**src/rtl/pipe_ctrl_pkg.sv**
```systemverilog
// Shared encodings for the pipelined MIPS control unit: opcodes, functs,
// ALU select codes and the per-stage control bundles.
package pipe_ctrl_pkg;

    localparam int PKG_REG_AW = 5;
    localparam int PKG_ALU_W  = 4;

    localparam logic [5:0] OP_RTYPE = 6'h00;
    localparam logic [5:0] OP_J     = 6'h02;
    localparam logic [5:0] OP_ADDI  = 6'h08;
    localparam logic [5:0] OP_ANDI  = 6'h0C;
    localparam logic [5:0] OP_ORI   = 6'h0D;
    localparam logic [5:0] OP_LW    = 6'h23;
    localparam logic [5:0] OP_SW    = 6'h2B;

    localparam logic [5:0] FN_SLL = 6'h00;
    localparam logic [5:0] FN_SRL = 6'h02;
    localparam logic [5:0] FN_ADD = 6'h20;
    localparam logic [5:0] FN_SUB = 6'h22;
    localparam logic [5:0] FN_AND = 6'h24;
    localparam logic [5:0] FN_OR  = 6'h25;
    localparam logic [5:0] FN_NOR = 6'h27;

    localparam logic [PKG_ALU_W-1:0] ALU_ADD = 4'h0;
    localparam logic [PKG_ALU_W-1:0] ALU_SUB = 4'h1;
    localparam logic [PKG_ALU_W-1:0] ALU_SLL = 4'h2;
    localparam logic [PKG_ALU_W-1:0] ALU_SRL = 4'h3;
    localparam logic [PKG_ALU_W-1:0] ALU_AND = 4'h8;
    localparam logic [PKG_ALU_W-1:0] ALU_OR  = 4'h9;
    localparam logic [PKG_ALU_W-1:0] ALU_NOR = 4'hD;
    localparam logic [PKG_ALU_W-1:0] ALU_NOP = 4'h5;

    typedef enum logic [1:0] {
        B_RT    = 2'd0,
        B_IMM   = 2'd1,
        B_SHAMT = 2'd2
    } b_sel_e;

    typedef struct packed {
        logic                  reg_wr;
        logic                  wb_sel;
        logic [PKG_REG_AW-1:0] dst;
    } wb_ctrl_t;

    typedef struct packed {
        logic     mem_rd;
        logic     mem_wr;
        wb_ctrl_t wb;
    } mem_ctrl_t;

    typedef struct packed {
        logic [PKG_ALU_W-1:0] alu_sel;
        b_sel_e               b_sel;
        mem_ctrl_t            mem;
    } ctrl_bundle_t;

    localparam wb_ctrl_t WB_BUBBLE = '{reg_wr: 1'b0, wb_sel: 1'b0, dst: '0};
    localparam mem_ctrl_t MEM_BUBBLE = '{mem_rd: 1'b0, mem_wr: 1'b0, wb: WB_BUBBLE};
    localparam ctrl_bundle_t BUBBLE = '{alu_sel: ALU_NOP, b_sel: B_RT, mem: MEM_BUBBLE};

endpackage

```
**src/rtl/pipe_control_hazard_unit.sv**
```systemverilog
// Combinational load-use stall and jump flush logic for the IF/ID boundary.
module hazard_unit #(
    parameter int REG_AW    = 5,
    parameter int HAZARD_EN = 1
) (
    input  logic              id_valid,
    input  logic              id_is_jump,
    input  logic              id_uses_rs,
    input  logic              id_uses_rt,
    input  logic [REG_AW-1:0] id_rs,
    input  logic [REG_AW-1:0] id_rt,
    input  logic              ex_is_load,
    input  logic [REG_AW-1:0] ex_dst,
    output logic              stall,
    output logic              pc_en,
    output logic              pc_sel,
    output logic              if_id_en,
    output logic              if_id_flush
);

    logic load_hit;
    logic jump;

    assign load_hit = ex_is_load && (ex_dst != '0) &&
                      ((id_uses_rs && (ex_dst == id_rs)) ||
                       (id_uses_rt && (ex_dst == id_rt)));

    assign stall = (HAZARD_EN != 0) && id_valid && load_hit;
    // A jump reads no registers, so it can never stall; stall still wins defensively.
    assign jump  = id_valid && id_is_jump && !stall;

    assign pc_en       = !stall;
    assign if_id_en    = !stall;
    assign pc_sel      = jump;
    assign if_id_flush = jump;

endmodule

```
**src/rtl/pipe_control.sv**
```systemverilog
// Decodes the IF/ID instruction into a control bundle and carries it through
// the ID/EX, EX/MEM and MEM/WB registers; stall/flush come from hazard_unit.
module pipe_control
    import pipe_ctrl_pkg::*;
#(
    parameter int REG_AW    = 5,
    parameter int ALU_SEL_W = 4,
    parameter int HAZARD_EN = 1
) (
    input  logic                 clk,
    input  logic                 rst_n,
    input  logic                 id_valid,
    input  logic [5:0]           opcode,
    input  logic [5:0]           funct,
    input  logic [REG_AW-1:0]    id_rs,
    input  logic [REG_AW-1:0]    id_rt,
    input  logic [REG_AW-1:0]    id_rd,
    output logic                 pc_en,
    output logic                 pc_sel,
    output logic                 if_id_en,
    output logic                 if_id_flush,
    output logic [ALU_SEL_W-1:0] ex_alu_sel,
    output logic [1:0]           ex_b_sel,
    output logic                 mem_rd,
    output logic                 mem_wr,
    output logic                 wb_reg_wr,
    output logic                 wb_sel,
    output logic [REG_AW-1:0]    wb_dst,
    output logic                 illegal_op
);

    ctrl_bundle_t ex_d, ex_q, dec;
    mem_ctrl_t    mem_d, mem_q;
    wb_ctrl_t     wb_d, wb_q;
    logic         illegal_d, illegal_q;

    logic                  legal, is_jump, uses_rs, uses_rt, stall;
    logic [PKG_ALU_W-1:0]  d_alu;
    b_sel_e                d_bsel;
    logic                  d_mrd, d_mwr, d_rwr, d_wsel;
    logic [PKG_REG_AW-1:0] d_dst;

    always_comb begin
        d_alu   = ALU_NOP;
        d_bsel  = B_RT;
        d_mrd   = 1'b0;
        d_mwr   = 1'b0;
        d_rwr   = 1'b0;
        d_wsel  = 1'b0;
        d_dst   = '0;
        legal   = 1'b1;
        is_jump = 1'b0;
        uses_rs = 1'b0;
        uses_rt = 1'b0;
        case (opcode)
            OP_RTYPE: begin
                uses_rs = 1'b1;
                uses_rt = 1'b1;
                d_rwr   = 1'b1;
                d_wsel  = 1'b1;
                d_dst   = PKG_REG_AW'(id_rd);
                case (funct)
                    FN_ADD: d_alu = ALU_ADD;
                    FN_SUB: d_alu = ALU_SUB;
                    FN_SLL: begin d_alu = ALU_SLL; d_bsel = B_SHAMT; end
                    FN_SRL: begin d_alu = ALU_SRL; d_bsel = B_SHAMT; end
                    FN_AND: d_alu = ALU_AND;
                    FN_OR:  d_alu = ALU_OR;
                    FN_NOR: d_alu = ALU_NOR;
                    default: legal = 1'b0;
                endcase
            end
            OP_ADDI, OP_ANDI, OP_ORI: begin
                uses_rs = 1'b1;
                d_bsel  = B_IMM;
                d_rwr   = 1'b1;
                d_wsel  = 1'b1;
                d_dst   = PKG_REG_AW'(id_rt);
                d_alu   = (opcode == OP_ADDI) ? ALU_ADD :
                          (opcode == OP_ANDI) ? ALU_AND : ALU_OR;
            end
            OP_LW: begin
                uses_rs = 1'b1;
                d_alu   = ALU_ADD;
                d_bsel  = B_IMM;
                d_mrd   = 1'b1;
                d_rwr   = 1'b1;
                d_dst   = PKG_REG_AW'(id_rt);
            end
            OP_SW: begin
                uses_rs = 1'b1;
                uses_rt = 1'b1;
                d_alu   = ALU_ADD;
                d_bsel  = B_IMM;
                d_mwr   = 1'b1;
            end
            OP_J:    is_jump = 1'b1;
            default: legal = 1'b0;
        endcase
        // $zero is never a real write target.
        if (d_dst == '0) d_rwr = 1'b0;
        dec = '{alu_sel: d_alu, b_sel: d_bsel,
                mem: '{mem_rd: d_mrd, mem_wr: d_mwr,
                       wb: '{reg_wr: d_rwr, wb_sel: d_wsel, dst: d_dst}}};
    end

    hazard_unit #(
        .REG_AW    (REG_AW),
        .HAZARD_EN (HAZARD_EN)
    ) u_hazard (
        .id_valid    (id_valid),
        .id_is_jump  (is_jump && legal),
        .id_uses_rs  (uses_rs && legal),
        .id_uses_rt  (uses_rt && legal),
        .id_rs       (id_rs),
        .id_rt       (id_rt),
        .ex_is_load  (ex_q.mem.mem_rd),
        .ex_dst      (REG_AW'(ex_q.mem.wb.dst)),
        .stall       (stall),
        .pc_en       (pc_en),
        .pc_sel      (pc_sel),
        .if_id_en    (if_id_en),
        .if_id_flush (if_id_flush)
    );

    always_comb begin
        ex_d      = (id_valid && legal && !is_jump && !stall) ? dec : BUBBLE;
        mem_d     = ex_q.mem;
        wb_d      = mem_q.wb;
        illegal_d = illegal_q || (id_valid && !legal);
    end

    always_ff @(posedge clk or negedge rst_n) begin
        if (!rst_n) begin
            ex_q      <= BUBBLE;
            mem_q     <= MEM_BUBBLE;
            wb_q      <= WB_BUBBLE;
            illegal_q <= 1'b0;
        end else begin
            ex_q      <= ex_d;
            mem_q     <= mem_d;
            wb_q      <= wb_d;
            illegal_q <= illegal_d;
        end
    end

    assign ex_alu_sel = ALU_SEL_W'(ex_q.alu_sel);
    assign ex_b_sel   = ex_q.b_sel;
    assign mem_rd     = mem_q.mem_rd;
    assign mem_wr     = mem_q.mem_wr;
    assign wb_reg_wr  = wb_q.reg_wr;
    assign wb_sel     = wb_q.wb_sel;
    assign wb_dst     = REG_AW'(wb_q.dst);
    assign illegal_op = illegal_q;

endmodule

```
**config.mk**
```make
export PLATFORM = sky130hd
export DESIGN_NAME = pipe_control
export DESIGN_NICKNAME = d
export VERILOG_FILES = /design/src/rtl/pipe_ctrl_pkg.sv /design/src/rtl/pipe_control_hazard_unit.sv /design/src/rtl/pipe_control.sv
export SDC_FILE = /design/constraint.sdc
export NUM_CORES = 1
export LEC_CHECK = 0
export CORE_MARGIN = 2
export CORE_UTILIZATION = 48
export CTS_CLUSTER_DIAMETER = 120
export CTS_CLUSTER_SIZE = 16
export DETAILED_ROUTE_END_ITERATION = 10
export PLACE_DENSITY = 0.87
export SYNTH_ARGS = -nofsm -noshare
export SYNTH_HDL_FRONTEND = slang
export SYNTH_SLANG_ARGS = --single-unit
```
**constraint.sdc**
```tcl
create_clock -name clk -period 3.8 [get_ports clk]
set_clock_uncertainty 0.15 [all_clocks]
set_input_delay 0.57 -clock clk [delete_from_list [all_inputs] [get_ports clk]]
set_output_delay 0.57 -clock clk [all_outputs]
set_load 0.05 [all_outputs]
```
==> flow_summary.toml, run 1 <==
[status]
status = "finished clean"

[timing]
worstMarginPinSlew_ns = 0.506
setup_viol = 0
setup_tns_ns = 0
maxSlewViolCount = 0
timing.slew.headroom = 0.659
period_share = 0.834
clock.fmax_mhz = 316
hold_viol_final = 0
layout_min_cycle_time_ns = 3.17
rsz0062_at_grt = "no"

[routing]
post_drt_wl_per_cell_um = 15.7
vias = 1211
drt_wl_total_um = 3340
drt_iter0_drc = 42
drcViolationCount = 0
antenna_left = 0
viasPerCell = 5.69
drt_pass1_iterations = 4

[power_and_ir_drop]
intPower_uw = 484
p_seq_frac = 0.544
finalPower_uw = 628
clkPwrFrac = 0.336
p_per_area_nw_per_um2 = 315
p_comb_frac = 0.120
p_sw_frac = 0.229
power.leakage_nw = 0.878
power.switching_uw = 144
vdd_drop_max_mv = 0.122

[clock_network]
cts_resized = 0
cts_hold_buf = 0
root_buffer = "clkbuf_4"
clock-sinks = 32
tritoncts = "done"
post_cts_buffers = 0
ctsHtreeMaxLevel = 2
numCtsBuffers = 5
clockBufferDepth = 2
path_clk_slew_ns = 0.08
insertion_delay_ns = 0.33

[logic_synthesis]
yosys.area.top_type = "dfrtp_1"
synth_area_leaders = "dfrtp_1 (50%), nor3_1 (4.0%), buf_4 (4.0%)"
synth_seq_area_share = 0.539
syn_avg_cell_area_um2 = 10.9
async_flop_share = 1.00
ys_warn_count = 0
synth_nets = 167
synthCells = 137
synth.top_cell.area_share = 0.504
ys_ff_latch = 32
synth_common_cells = "dfrtp_1 (30), nor3_1 (12), nor2_1 (9), buf_4 (8), o21ai_0 (7)"
syn_area_um2 = 1490
synthFlopType = "dfrtp_1"
synth_edf_count = 0
yosysMostFrequentCell = "dfrtp_1"
synth_cell_types = 40

[die]
initial_utilization = 0.496
fp-row-count = 20
io-pin-count = 50
dieArea_um2 = 3570
fp.coreArea_um2 = 3000
die_w_um = 59.7
fp.dieH_um = 59.7

[grt]
grt_pass1_wl_um = 5180
overflow = 0
top_usage_layer = "met2"
met2_usage = 0.334
grt_max_degree = 33
antenna_found_initial = 0
grt_pass1_vias = 1141
track_usage = 0.202
grt_util_met3 = 0.0455
grt.met1_usage = 0.244

[finish]
drive_above_1_share = 0.111
diodes = 0
synthToLayoutAreaGrowth_pct = 33.6
stdcell_area_um2 = 1990
finalNetCount = 210

[setup_path]
worstSetupPathType = "in2out"
arrival_ns = 2.45
cp-end-kind = "primary output"
crit_buf_inv = 2
slowest_stage = "or4_4"
path_cells = "clkdlybuf4s50_1 > or4_4 > nor3_2 > o2bb2ai_2 > o21ai_0 > buf_4"
cp.required_ns = 3.08
path_max_fanout = 8
max_stage_delay_ns = 0.61
start_kind = "primary input"
crit_family = "simple AND/OR/NAND/NOR gates"

[place]
place_area_um2 = 1930
gp_congestion = 0.847
detailedPlacementHpwl_um = 2530
portBuffers = 49

[hold_path]
hold_path_class = "reg2reg"

[job]
max_cap_viol_count = 0
-- cells by family (layout without fill, tap and decap cells) --
| kind of cell | Yosys count | after routing | synth area share |
|---|---|---|---|
| flip-flops | 32 | 32 | 0.539 |
| XOR/XNOR | 10 | 10 | 0.0588 |
| AND/OR/NAND/NOR | 52 | 52 | 0.207 |
| buffers and inverters | 18 | 61 | 0.0781 |
| AO/OA/AOI/OAI | 25 | 25 | 0.118 |
-- power by group through the flow --
stage | combinational, mW | clock [mW] | sequential [mW]
floorplan | 0.0282 | 0 | 0.349
global placement | 0.0728 | 0 | 0.348
detailed placement | 0.0747 | 0 | 0.348
CTS | 0.0753 | 0.216 | 0.341
global route | 0.0817 | 0.225 | 0.342
finish | 0.0753 | 0.211 | 0.341
-- sequential cells by signal (all words and copies together), names as in the netlist --
signal      flops
mem_q           7
mem_rd          1
ex_alu_sel      4
ex_q            9
illegal_op      1
ex_b_sel        2
wb_sel          1
wb_dst          5
wb_reg_wr       1
mem_wr          1
-- final timing paths --
kind	from	endpoint	slack (ns)	depth (start not counted)
setup / recovery	opcode[4]	if_id_en	0.63	6
min in group asynchronous	rst_n	ex_q[8]$_DFF_PN0_	0.48	2
setup reg to reg	ex_q[1]$_DFF_PN0_	ex_q[8]$_DFF_PN0_	1.74	5
max in group asynchronous	rst_n	ex_alu_sel[0]$_DFF_PN1_	2.71	2
hold / removal	mem_q[5]$_DFF_PN0_	wb_sel$_DFF_PN0_	0.20	0
hold reg to reg	mem_q[5]$_DFF_PN0_	wb_sel$_DFF_PN0_	0.20	0
-- worst reg2reg max path, stage by stage (launching register included) --
cell     delay (ns)
dfrtp_1        0.45
or3_1          0.39
o311a_1        0.33
o211a_1        0.13
buf_4          0.18
nor4_1         0.31
-- layout by cell type (no fill, tap or decap), types with 3 or more instances in the layout --
master / netlist / routed
a21oi_1: 3 / 3
a22oi_1: 6 / 6
buf_4: 8 / 7
clkbuf_4: 0 / 5
clkdlybuf4s50_1: 0 / 45
dfrtp_1: 30 / 30
nand2_1: 3 / 3
nand4_1: 5 / 5
nor2_1: 9 / 9
nor3_1: 12 / 12
nor4_1: 4 / 4
o21ai_0: 7 / 7
xnor2_1: 4 / 4
xor2_1: 6 / 6
-- through the flow --
step | utilization | std cells | hold slack, ns | worst slack (ns)
floorplan | - | 137 | 0.124 | 0.258
global placement | 0.641 | 206 | 0.182 | 0.685
detailed placement | 0.641 | 206 | 0.186 | 0.633
CTS | 0.663 | 213 | 0.205 | 0.631
global route | 0.663 | 213 | 0.211 | 0.528
finish | 0.663 | 213 | 0.204 | 0.631
-- layer usage --
metal	part of all wire	vias up
met5	0	-
met4	0.027	0
met3	0.064	8
met2	0.49	59
met1	0.42	563
li1	-	581
-- area by class of cell --
type                            count  area, um2
Tap cell                           33       41.3
Inverter                            2       7.51
Fill cell                         241       1010
Sequential cell                    32        803
Timing Repair Buffer               52        503
Multi-Input combinational cell     87        571
Clock buffer                        7       65.1
No activity file was read; power rests on OpenSTA's default activity.
==> run 2, diff against run 1 <==
--- a/config.mk
+++ b/config.mk
@@ -6,11 +6,11 @@
 export NUM_CORES = 1
 export LEC_CHECK = 0
 export CORE_MARGIN = 2
-export CORE_UTILIZATION = 48
+export CORE_UTILIZATION = 40
 export CTS_CLUSTER_DIAMETER = 120
 export CTS_CLUSTER_SIZE = 16
 export DETAILED_ROUTE_END_ITERATION = 10
-export PLACE_DENSITY = 0.87
+export PLACE_DENSITY = 0.77
 export SYNTH_ARGS = -nofsm -noshare
 export SYNTH_HDL_FRONTEND = slang
 export SYNTH_SLANG_ARGS = --single-unit
==> constraint.sdc (replaced) <==
create_clock -name clk -period 2.7 [get_ports clk]
set_clock_uncertainty 0.15 [all_clocks]
set_input_delay 0.405 -clock clk [delete_from_list [all_inputs] [get_ports clk]]
set_output_delay 0.405 -clock clk [all_outputs]
set_load 0.05 [all_outputs]
==> run 2 against run 1 <==
Clock-buffer cell count down 1. Sequential share of layout area shrank 2.9 points. Sequential cell count unchanged. Clock power up 55%. Die area increased by 19%. Utilization is 7.3 points lower. Design area is 7.7% higher. Critical endpoint is now pc_en.
==> flow_summary.toml, run 2 (same netlist as run 1, synthesis figures left out) <==
[power_and_ir_drop]
finalPower_uw = 927
vdd_drop_max_mv = 0.163
p_per_area_nw_per_um2 = 432
power.leakage_nw = 0.964

[hold_path]
holdPathEnd = "wb_dst[3]$_DFF_PN0_"
worstHoldStart = "mem_q[3]$_DFF_PN0_"
min_delay_path_depth = 0
hold_path_class = "reg2reg"

[clock_network]
post_cts_buffers = 0
clock-sinks = 32
ctsHtreeMaxLevel = 2
clockBufferDepth = 2
path_clk_slew_ns = 0.06
root_buffer = "clkbuf_8"
numCtsBuffers = 5
tritoncts = "done"
insertion_delay_ns = 0.28

[timing]
period_share = 0.968
fin_ws_ns = 0.0860
layout_min_cycle_time_ns = 2.61
setup_tns_ns = 0
maxSlewViolCount = 0
clock.fmax_mhz = 383
hold_viol_final = 0
setup_viol = 0
holdWs_ns = 0.197
rsz0062_at_grt = "no"
worstMarginPinSlew_ns = 0.497
timing.slew.headroom = 0.668

[routing]
viasPerCell = 5.32
vias = 1265
drt_iter0_drc = 61
drt_pass1_iterations = 4
antenna_left = 0
post_drt_wl_per_cell_um = 14.0
drcViolationCount = 0
drt_wl_total_um = 3320

[grt]
track_usage = 0.169
antenna_found_initial = 0
overflow = 0
grt_max_degree = 33
grt_pass1_wl_um = 5310
grt_pass1_vias = 1235

[die]
io-pin-count = 50
fp-row-count = 22
fp.dieH_um = 65.0
die_w_um = 65.0
initial_utilization = 0.410
fp.coreArea_um2 = 3630
dieArea_um2 = 4230

[setup_path]
slowest_stage = "clkdlybuf4s50_1"
cp-end-kind = "primary output"
start_kind = "primary input"
crit_family = "buffers and inverters"
crit_buf_inv = 2
r2r-end = "ex_b_sel[0]$_DFF_PN0_"
path_max_fanout = 3
r2r_setup_slack_ns = 0.66
arrival_ns = 2.06
reg2regPathDepth = 5
worstSetupPathType = "in2out"
cp.required_ns = 2.14
r2r_start = "ex_q[1]$_DFF_PN0_"
max_stage_delay_ns = 0.46
path_cells = "clkdlybuf4s50_1 > xor2_1 > nor4_1 > and4_1 > o211a_1 > o21ai_2 > buf_4"
cp-startpoint = "id_rt[4]"

[finish]
largest_register_ff_count = 9
drive_above_1_share = 0.174
synthToLayoutAreaGrowth_pct = 43.9
mostFrequentLayoutCells = "clkdlybuf4s50_1 (43), dfrtp_1 (30), buf_4 (15)"
finalNetCount = 220
final_common_cell = "clkdlybuf4s50_1"
top_register = "ex_q"
diodes = 0

[place]
gp_congestion = 0.855
detailedPlacementHpwl_um = 2520
dp_slack_ns = 0.00398
portBuffers = 49

[job]
max_cap_viol_count = 0

[status]
status = "finished clean"
## run 2: changes by cell type in the layout (fill, tap and decap cells not counted), moves of 2 or more
cell             change
buf_12               +2
buf_4                +8
clkbuf_4             -5
clkbuf_8             +3
clkdlybuf4s50_1      -2
dlymetal6s2s_1       +2
## run 2: worst max-delay path by stage
stage / to / slack, ns / depth (start not counted)
final: pc_en / 0.09 / 7
after global routing: pc_en / 0.007 / 7
after CTS: pc_en / 0.003 / 6
after detailed placement: pc_en / 0.004 / 6
after global placement: pc_en / 0.08 / 6
after floorplan: pc_en / 0.15 / 8
## run 2: final cells by class
cell class,count,area (um2)
Fill cell,332,1490
Sequential cell,32,803
Timing Repair Buffer,62,608
Multi-Input combinational cell,87,588
Clock buffer,6,72.6
Tap cell,48,60.1
Inverter,2,7.51
Clock inverter,1,5.00
## run 2: where the power goes
| group | total [mW] | internal [mW] | switching [mW] | leakage (nW) |
|---|---|---|---|---|
| sequential | 0.482 | 0.481 | 0.000433 | 0.435 |
| clock | 0.328 | 0.174 | 0.154 | 0.0410 |
| combinational | 0.117 | 0.0619 | 0.0550 | 0.488 |
| total | 0.927 | 0.717 | 0.209 | 0.964 |
## run 2: metrics by stage
step / area [um2] / std cells / util
after floorplan: 1490 / 137 / -
after detailed placement: 2050 / 231 / 0.564
after global routing: 2140 / 238 / 0.590
after CTS: 2130 / 238 / 0.585
after global placement: 2050 / 231 / 0.564
final: 2140 / 238 / 0.590
## run 2: repair_timing
action                     in CTS  in global routing
hold buffers                    0                  0
hold endpoints to repair        0                  0
setup endpoints to repair       0                  2
resized for setup               0                  5
## run 2: layer usage
metal	part of all wire	track usage	up-vias
li1	-	-	596
met1	0.41	0.195	606
met2	0.48	0.272	59
met3	0.093	0.0677	4
met4	0.015	0.0833	0
met5	0	0	-
